**src/rtl/prog_clock_divider_pkg.sv**
```systemverilog
// prog_clock_divider_pkg: shared constants for the programmable clock divider.
package prog_clock_divider_pkg;
   localparam int DEF_HALF_1HZ   = 20_000_000;
   localparam int DEF_HALF_100HZ = 200_000;
   localparam int CNT_W_DEF      = 25;
   localparam int CH_IDX_W       = 3;
   localparam int MAX_CH         = 8;
endpackage

```
**src/rtl/div_channel.sv**
```systemverilog
// div_channel: one 50%-duty divider channel with glitch-free half-period reprogramming.
module div_channel import prog_clock_divider_pkg::*; #(
   parameter int CNT_W    = CNT_W_DEF,
   parameter int DEF_HALF = DEF_HALF_1HZ
) (
   input  logic             clk,
   input  logic             rst,
   input  logic             en_i,
   input  logic             clr_i,
   input  logic             we_i,
   input  logic [CNT_W-1:0] half_i,
   output logic             clk_out_o,
   output logic             tick_o,
   output logic             busy_o
);
   logic [CNT_W-1:0] cnt_q, cnt_d, half_q, half_d, pend_half_q, pend_half_d, h;
   logic             pend_q, pend_d, clk_q, clk_d, tick_q, tick_d, term, apply;

   // >= keeps the counter bounded if a disabled-channel update shrinks the half below cnt
   always_comb begin
      h           = (half_q == '0) ? CNT_W'(1) : half_q;
      term        = en_i && (cnt_q >= h - 1'b1);
      apply       = pend_q && (clr_i || !en_i || term);
      cnt_d       = (clr_i || term) ? '0 : en_i ? cnt_q + 1'b1 : cnt_q;
      clk_d       = !clr_i && (term ? !clk_q : clk_q);
      tick_d      = !clr_i && term && !clk_q;
      half_d      = (clr_i && we_i) ? half_i : apply ? pend_half_q : half_q;
      pend_half_d = we_i ? half_i : pend_half_q;
      pend_d      = !clr_i && (we_i || (pend_q && !apply));
   end

   always_ff @(posedge clk) begin
      if (rst) begin
         cnt_q       <= '0;
         half_q      <= CNT_W'(DEF_HALF);
         pend_half_q <= '0;
         pend_q      <= 1'b0;
         clk_q       <= 1'b0;
         tick_q      <= 1'b0;
      end else begin
         cnt_q       <= cnt_d;
         half_q      <= half_d;
         pend_half_q <= pend_half_d;
         pend_q      <= pend_d;
         clk_q       <= clk_d;
         tick_q      <= tick_d;
      end
   end

   assign clk_out_o = clk_q;
   assign tick_o    = tick_q;
   assign busy_o    = pend_q;
endmodule

```
**src/rtl/prog_clock_divider.sv**
```systemverilog
// prog_clock_divider: NUM_CH runtime-programmable 50%-duty clock dividers with tick strobes.
module prog_clock_divider import prog_clock_divider_pkg::*; #(
   parameter int NUM_CH   = 2,
   parameter int CNT_W    = CNT_W_DEF,
   parameter int DEF_HALF = DEF_HALF_1HZ
) (
   input  logic                clk,
   input  logic                rst,
   input  logic [NUM_CH-1:0]   en,
   input  logic                clr,
   input  logic                cfg_we,
   input  logic [CH_IDX_W-1:0] cfg_ch,
   input  logic [CNT_W-1:0]    cfg_half,
   output logic [NUM_CH-1:0]   clk_out,
   output logic [NUM_CH-1:0]   tick,
   output logic [NUM_CH-1:0]   busy
);
   for (genvar g = 0; g < NUM_CH; g++) begin : g_ch
      div_channel #(.CNT_W(CNT_W), .DEF_HALF(DEF_HALF)) u_ch (
         .clk       (clk),
         .rst       (rst),
         .en_i      (en[g]),
         .clr_i     (clr),
         .we_i      (cfg_we && (cfg_ch == CH_IDX_W'(g))),
         .half_i    (cfg_half),
         .clk_out_o (clk_out[g]),
         .tick_o    (tick[g]),
         .busy_o    (busy[g])
      );
   end
endmodule
```
**config.mk**
```make
export PLATFORM = sky130hd
export DESIGN_NAME = prog_clock_divider
export DESIGN_NICKNAME = d
export VERILOG_FILES = /design/src/rtl/prog_clock_divider_pkg.sv /design/src/rtl/div_channel.sv /design/src/rtl/prog_clock_divider.sv
export SDC_FILE = /design/constraint.sdc
export NUM_CORES = 1
export LEC_CHECK = 0
export CAP_MARGIN = 20
export CORE_MARGIN = 2
export CORE_UTILIZATION = 61
export CTS_CLUSTER_SIZE = 25
export DETAILED_ROUTE_END_ITERATION = 10
export PLACE_DENSITY = 0.8
export SYNTH_ARGS = -nofsm -noshare
export SYNTH_HDL_FRONTEND = slang
export SYNTH_HIERARCHICAL = 1
export SYNTH_SLANG_ARGS = --single-unit
```
**constraint.sdc**
```tcl
create_clock -name clk -period 5.42 [get_ports clk]
set_input_delay 0.813 -clock clk [delete_from_list [all_inputs] [get_ports clk]]
set_output_delay 0.813 -clock clk [all_outputs]
set_load 0.03 [all_outputs]
```
==> results of run 1 <==
-- cells by family (layout without fill, tap and decap cells) --
logic type / count (synthesis) / count (layout)
compound gates: 119 / 119
xor+xnor: 87 / 87
fa+ha+maj: 54 / 54
buf+inv: 71 / 97
flops: 156 / 156
mux: 76 / 76
simple gates: 448 / 448
-- flip-flops by register name (all words and copies together), names as in the netlist --
register and count:
g_ch.u_ch/cnt_q 50, g_ch.u_ch/half_q 50, g_ch.u_ch/pend_half_q 50, g_ch.u_ch/busy_o 2
g_ch.u_ch/clk_out_o 2, g_ch.u_ch/tick_o 2
-- per-layer routing --
metal / GRT usage / vias up / wire [µm]
met5: 0 / - / 0
met4: 0.0793 / 0 / 232
met3: 0.0576 / 18 / 1030
met2: 0.422 / 194 / 9660
met1: 0.369 / 3565 / 9760
li1: - / 3642 / -
-- synth_stat cells (12+ instances only) --
library cell / number / share of area
a21oi_1: 35 / 0.020
mux2_4: 12 / 0.020
nor2b_1: 22 / 0.016
xor2_1: 51 / 0.051
dfxtp_1: 156 / 0.35
o21ai_0: 13 / 0.0074
nand3_1: 40 / 0.023
and3_1: 20 / 0.014
nor3_1: 33 / 0.019
a211oi_1: 20 / 0.017
nand2_1: 62 / 0.026
xnor2_1: 36 / 0.036
o311a_1: 17 / 0.019
clkbuf_1: 49 / 0.021
nor4_1: 13 / 0.0092
nand4_1: 23 / 0.016
ha_1: 54 / 0.077
mux2i_1: 59 / 0.067
nand4b_1: 18 / 0.018
inv_1: 14 / 0.0060
nor2_1: 169 / 0.072
-- through the flow --
stage | setup slack, ns | instance area, µm²
5_1_grt | 0.00958 | 9990
3_3_place_gp | 0.461 | 9280
2_1_floorplan | 0.684 | 8820
4_1_cts | 0.193 | 9940
3_5_place_dp | 0.352 | 9280
6_report | 0.288 | 9990
-- power breakdown --
group	internal (mW)	total, mW	switching, mW	leakage [nW]
combinational	0.0747	0.182	0.108	2.30
clock	0.861	1.33	0.470	0.314
sequential	1.16	1.18	0.0155	1.26
total	2.10	2.69	0.593	3.88
-- final cells by class --
class | count | area (µm²) | area share
Clock inverter | 12 | 219 | 0.0219
Clock buffer | 20 | 437 | 0.0437
Sequential cell | 156 | 3120 | 0.313
Timing Repair Buffer | 51 | 510 | 0.0511
Multi-Input combinational cell | 784 | 5420 | 0.543
Tap cell | 180 | 225 | 0.0225
Inverter | 14 | 52.6 | 0.00526
-- cell usage in the layout (no fill, tap or decap), types with 3 or more instances in the layout --
master / count
a2111oi_0: 6
a211oi_1: 19
a21o_1: 4
a21oi_1: 35
a31oi_1: 3
and2_1: 3
and3_1: 20
and4_1: 9
buf_4: 11
bufinv_16: 6
clkbuf_1: 3
clkbuf_16: 17
clkdlybuf4s50_1: 38
clkinv_2: 3
dfxtp_1: 156
ha_1: 54
inv_1: 14
mux2_2: 5
mux2_4: 12
mux2i_1: 59
nand2_1: 62
nand2b_1: 6
nand3_1: 40
nand3b_1: 5
nand4_1: 23
nand4b_1: 18
nor2_1: 169
nor2b_1: 22
nor3_1: 32
nor4_1: 13
o21ai_0: 12
o311a_1: 17
or3_1: 5
or4_1: 4
xnor2_1: 36
xor2_1: 51
-- repair_timing --
item | 4_1_cts | 5_1_grt
gates resized for setup | 0 | 6
hold buffers | 0 | 0
endpoints found under the setup margin | 0 | 72
setup buffers | 0 | 1
-- worst max-delay path, stage by stage, from the launching register on --
cell       delay [ns]
dfxtp_1          0.36
or4_4            0.59
or4_4            0.46
nor4b_2          0.37
nor2_1           0.14
ha_1             0.27
nand3_1          0.10
or3_4            0.14
nor3_1           0.05
xnor2_1          0.13
ha_1             0.30
a211oi_1         0.39
nor2_1           0.12
a2111oi_2        0.48
nand4_1          0.20
buf_4            0.28
a2111oi_0        0.48
a211oi_1         0.11
-- path summary, 6_finish.rpt --
path | from | slack, ns | cells past startpoint | endpoint
worst max-delay path | g_ch[1].u_ch/half_q[6]$_SDFFE_PP0P_ | 0.29 | 17 | g_ch[1].u_ch/half_q[10]$_SDFFE_PP1P_
worst min-delay path | g_ch[1].u_ch/clk_out_o$_SDFF_PP0_ | 0.47 | 2 | g_ch[1].u_ch/clk_out_o$_SDFF_PP0_
worst max register to register | g_ch[1].u_ch/half_q[6]$_SDFFE_PP0P_ | 0.29 | 17 | g_ch[1].u_ch/half_q[10]$_SDFFE_PP1P_
worst min register to register | g_ch[1].u_ch/clk_out_o$_SDFF_PP0_ | 0.47 | 2 | g_ch[1].u_ch/clk_out_o$_SDFF_PP0_
==> run metrics, run 1 <==
clk_lat worst skew about 0.42 ns; Syn Area/Cell a little under 9 µm²; yosys warns 6; core footprint about 0.014 mm²; Power Density 269 mW/mm²; Post-synth EDFFs 0; LEAKAGE about 3.9 nW; fmax 0.195 GHz; Slew Viols, Final 0; Setup Viol. Count Final 0; kind of critical path reg -> reg; largest net degree at the start of global routing 84; Final Skew between 0.004 and 0.005 ns; CP required 5.69 ns; DRT antenna net count 0; Clock Sink Count 156; RSZ-0062 raised after global routing no; initial antenna violation count 0; Final Cycle Share 0.947; TNS Setup 0 ns; detail-routed via count per cell ~6; Post-Synthesis Cells 1011; mux contribution to synthesized area 0.0937; DR WL/cell roughly 17 µm; GRT overflow 0; H-tree levels 4; total power draw approximately 2.7 mW; drt first pass iters 5; final net count 1112; Ports 40; Initial Util 0.631; Synth Cell Area slightly below 0.009 mm²; sequential area share after synthesis 0.354; largest family of logic cells by synthesized area simple AND/OR/NAND/NOR gates; final wirelength 20700 µm; Tmin final 5.13 ns; CTS tree done; Max-slew headroom 0.350; GRT Total Usage 0.267; Finished Layout Cells about 1200; vias in the first global route 6996; Vias roughly 7400; element type at the critical path end flop; DRC 0; Most used DFF post-synth dfxtp_1; Synth Area in Adders 0.0766; row cnt 43; Synth Area in XOR/XNOR 0.0863; worst-margin pin slew roughly 0.97 ns; clock buffer depth 2; Synthesized Nets 1099; fillers 1089; final hold vios 0; Cell Count Post-Placement 1183; crit path DAT ~5.4 ns; Worst VDD drop 211 µV; status finished, final reports clean; crit-path max FO 25; area growth from synthesis to layout 13.2%; compound-gate portion of the synthesized area 0.0958; gpl congestion about 0.85; clock tree root driver cell clkbuf_16; flops & latches, synth ~160; MaxCap Viol Count 0; Fin Hold WS 0.474 ns; dpl hpwl around 14000 µm; asr flop ratio synth 0; post-synth cell types 63; Core Util, Final 0.714; Worst-path clk slew 0.06 ns; input/output buffers 39; ant diodes 0; Starting DRT DRC Count ~660; nature of the critical path startpoint flop; chip width between 100 and 150 µm; worst hold path type reg -> reg; simple-gate share of the synthesized area 0.259; first-pass GRT wire length approximately 34000 µm; die area roughly 0.015 mm²; total CTS buffers 17; DIE HEIGHT around 120 µm; layout cell share with drive strength beyond 1 0.0733
Note: power is estimated with default switching activity, not from simulation.
==> inputs of run 2 (changes only) <==
- CORE_ASPECT_RATIO: unset -> 2
- RECOVER_POWER: unset -> 25
==> run 2 against run 1 <==
  * The flow now finishes with violations (capacitance limit, slew limit)
  * Register-to-register slack improved by 0.08 ns
  * Die area rose by 0.38%
  * Fmax grew 1.6%
  * Power is 3.8% lower
  * First-iteration DRC count down 46%
  * Critical endpoint is now g_ch[0].u_ch/half_q[17]$_SDFFE_PP0P_
  * Sequential power is essentially flat
  * Global-route usage rose by 0.49 points
  * Final cell count rose by 1.3%
  * Hold slack about the same
  * Routed wire length fell by 1.3%
  * Clock skew rose by 0.0057 ns
  * Clock-buffer cell count shrank 1
==> run metrics, run 2 (same netlist as run 1, synthesis figures left out) <==
total power draw between 2 and 3 mW; worst-margin pin slew ~2.6 ns; clock tree root driver cell clkbuf_16; DRT antenna net count 0; Largest regs g_ch.u_ch/cnt_q (50), g_ch.u_ch/half_q (50), g_ch.u_ch/pend_half_q (50); ant diodes 0; RR Endpoint g_ch[0].u_ch/half_q[17]$_SDFFE_PP0P_; RR Startpoint g_ch[0].u_ch/half_q[6]$_SDFFE_PP0P_; total CTS buffers 17; switching share of power 0.232; crit-path max FO 25; Fin Hold WS around 0.47 ns; WHS Path Cells 2; DRC 0; dpl hpwl around 15000 µm; GRT Total Usage 0.272; MaxCap Viol Count 2; Ports 40; Starting DRT DRC Count between 300 and 400; Core Util, Final 0.697; hold endpoint g_ch[1].u_ch/clk_out_o$_SDFF_PP0_; P_sw roughly 600 µW; Critical-path top delay cell or4_1; LEAKAGE between 3 and 4 nW; critical-path cell list or4_1 -> nor3_1 -> nand3_1 -> o21ba_2 -> ha_1 -> nand2b_1 -> nor4_1 -> and3_1 -> nor2b_1 -> xnor2_1 -> ha_1 -> nand4_1 -> or4_1 -> or2_1 -> a31oi_2 -> nor4_4 -> a31o_1 -> buf_12 -> mux2_4; Gate power share 0.069; Int Power between 1.5 and 2 mW; H-tree levels 4; TNS Setup 0 ns; vias in the first global route roughly 7300; post-cts resize count 0; CTS tree done; Final Cycle Share 0.932; status finished, violations left; Max-slew headroom -0.732; detail-routed via count per cell around 6.0; Reg power frac 0.455; clock power share 0.476; Setup Viol. Count Final 0; most common cell after layout, fill and taps aside nor2_1; critical path startpoint g_ch[0].u_ch/half_q[6]$_SDFFE_PP0P_; fillers 1183; DIE HEIGHT 174 µm; core footprint 0.0143 mm²; Worst-path clk slew 0.06 ns; crit path DAT between 5 and 6 ns; DR WL/cell 16.5 µm; die area roughly 0.016 mm²; Power Density ~260 mW/mm²; Finished Layout Cells approximately 1200; input/output buffers 39; row cnt 62; CP required around 5.7 ns; final net count between 1000 and 1500; Cell Count Post-Placement 1201; clk_lat worst skew 0.42 ns; nature of the critical path startpoint flop; Slew Viols, Final 76; Worst VDD drop 194 µV; worst hold path type reg -> reg; RSZ-0062 raised after global routing no; fmax between 0.15 and 0.2 GHz; largest net degree at the start of global routing approximately 100; FF-to-FF path depth 19; GRT overflow 0; # Post-CTS Setup Buffers 0; Clock Sink Count ~160; Buf+Inv Stages, Crit Path 1; Hold Crit Start g_ch[1].u_ch/clk_out_o$_SDFF_PP0_; drt first pass iters 5; failing checks capacitance limit, slew limit; gpl congestion between 0.9 and 1; chip width roughly 89 µm; crit-path leading delay family simple AND/OR/NAND/NOR gates; max incr delay on CP between 0.5 and 0.6 ns; Final Skew around 0.010 ns; final wirelength 20400 µm; Initial Util 0.618; layout cell share with drive strength beyond 1 0.0720; Reg2Reg Setup Slack ~0.37 ns; area growth from synthesis to layout 12.8%; clock buffer depth 2; final hold vios 0; most frequent cells in the layout nor2_1, dfxtp_1, nand2_1, mux2i_1, ha_1; Tmin final roughly 5 ns; first-pass GRT wire length about 34000 µm; element type at the critical path end flop; cts hold-fix bufs 0; Vias between 7000 and 8000; kind of critical path reg -> reg; initial antenna violation count 0
-- run 2: area by class of cell --
| type | instances | area, µm² | area share |
|---|---|---|---|
| Sequential cell | 156 | 3120 | 0.314 |
| Tap cell | 192 | 240 | 0.0241 |
| Timing Repair Buffer | 56 | 528 | 0.0531 |
| Clock buffer | 19 | 453 | 0.0455 |
| Multi-Input combinational cell | 784 | 5390 | 0.542 |
| Clock inverter | 12 | 163 | 0.0163 |
| Inverter | 14 | 52.6 | 0.00528 |
-- run 2: worst max path at each step --
stage | to | depth (start not counted) | slack, ns
detailed placement | g_ch[0].u_ch/half_q[17]$_SDFFE_PP0P_ | 19 | 0.40
CTS | g_ch[0].u_ch/half_q[17]$_SDFFE_PP0P_ | 19 | 0.39
finish | g_ch[0].u_ch/half_q[17]$_SDFFE_PP0P_ | 19 | 0.37
floorplan | g_ch[0].u_ch/half_q[22]$_SDFFE_PP0P_ | 20 | 0.68
global placement | g_ch[0].u_ch/half_q[17]$_SDFFE_PP0P_ | 19 | 0.53
global route | g_ch[0].u_ch/half_q[17]$_SDFFE_PP0P_ | 19 | 0.13
-- run 2: layer usage --
metal  up-vias  global-route usage  wire [µm]
li1       3656                   -          -
met1      3519               0.269       7640
met2       142               0.514      11300
met3        64              0.0366        442
met4         0               0.153       1050
met5         -                   0          0
-- run 2: worst register-to-register path, cell delays in order, from the launching register on --
cell and delay (ns):
dfxtp_1 0.35, or4_1 0.59, nor3_1 0.36, nand3_1 0.15, o21ba_2 0.25, ha_1 0.20, nand2b_1 0.10, nor4_1 0.10
and3_1 0.26, nor2b_1 0.15, xnor2_1 0.12, ha_1 0.32, nand4_1 0.13, or4_1 0.53, or2_1 0.25, a31oi_2 0.22
nor4_4 0.09, a31o_1 0.27, buf_12 0.18, mux2_4 0.33
-- run 2: through the flow --
step / instance area [µm²] / setup WS, ns
final: 9950 / 0.367
after detailed placement: 9340 / 0.402
after global placement: 9340 / 0.534
after floorplan: 8820 / 0.684
after global routing: 9950 / 0.134
after CTS: 9960 / 0.393
-- run 2: power groups by stage --
| stage | registers [mW] | clock network [mW] | logic [mW] |
|---|---|---|---|
| finish | 1.18 | 1.23 | 0.179 |
| global route | 1.18 | 1.29 | 0.197 |
| CTS | 1.18 | 1.26 | 0.179 |
| detailed placement | 1.20 | 0 | 0.178 |
| global placement | 1.20 | 0 | 0.175 |
| floorplan | 1.20 | 0 | 0.115 |
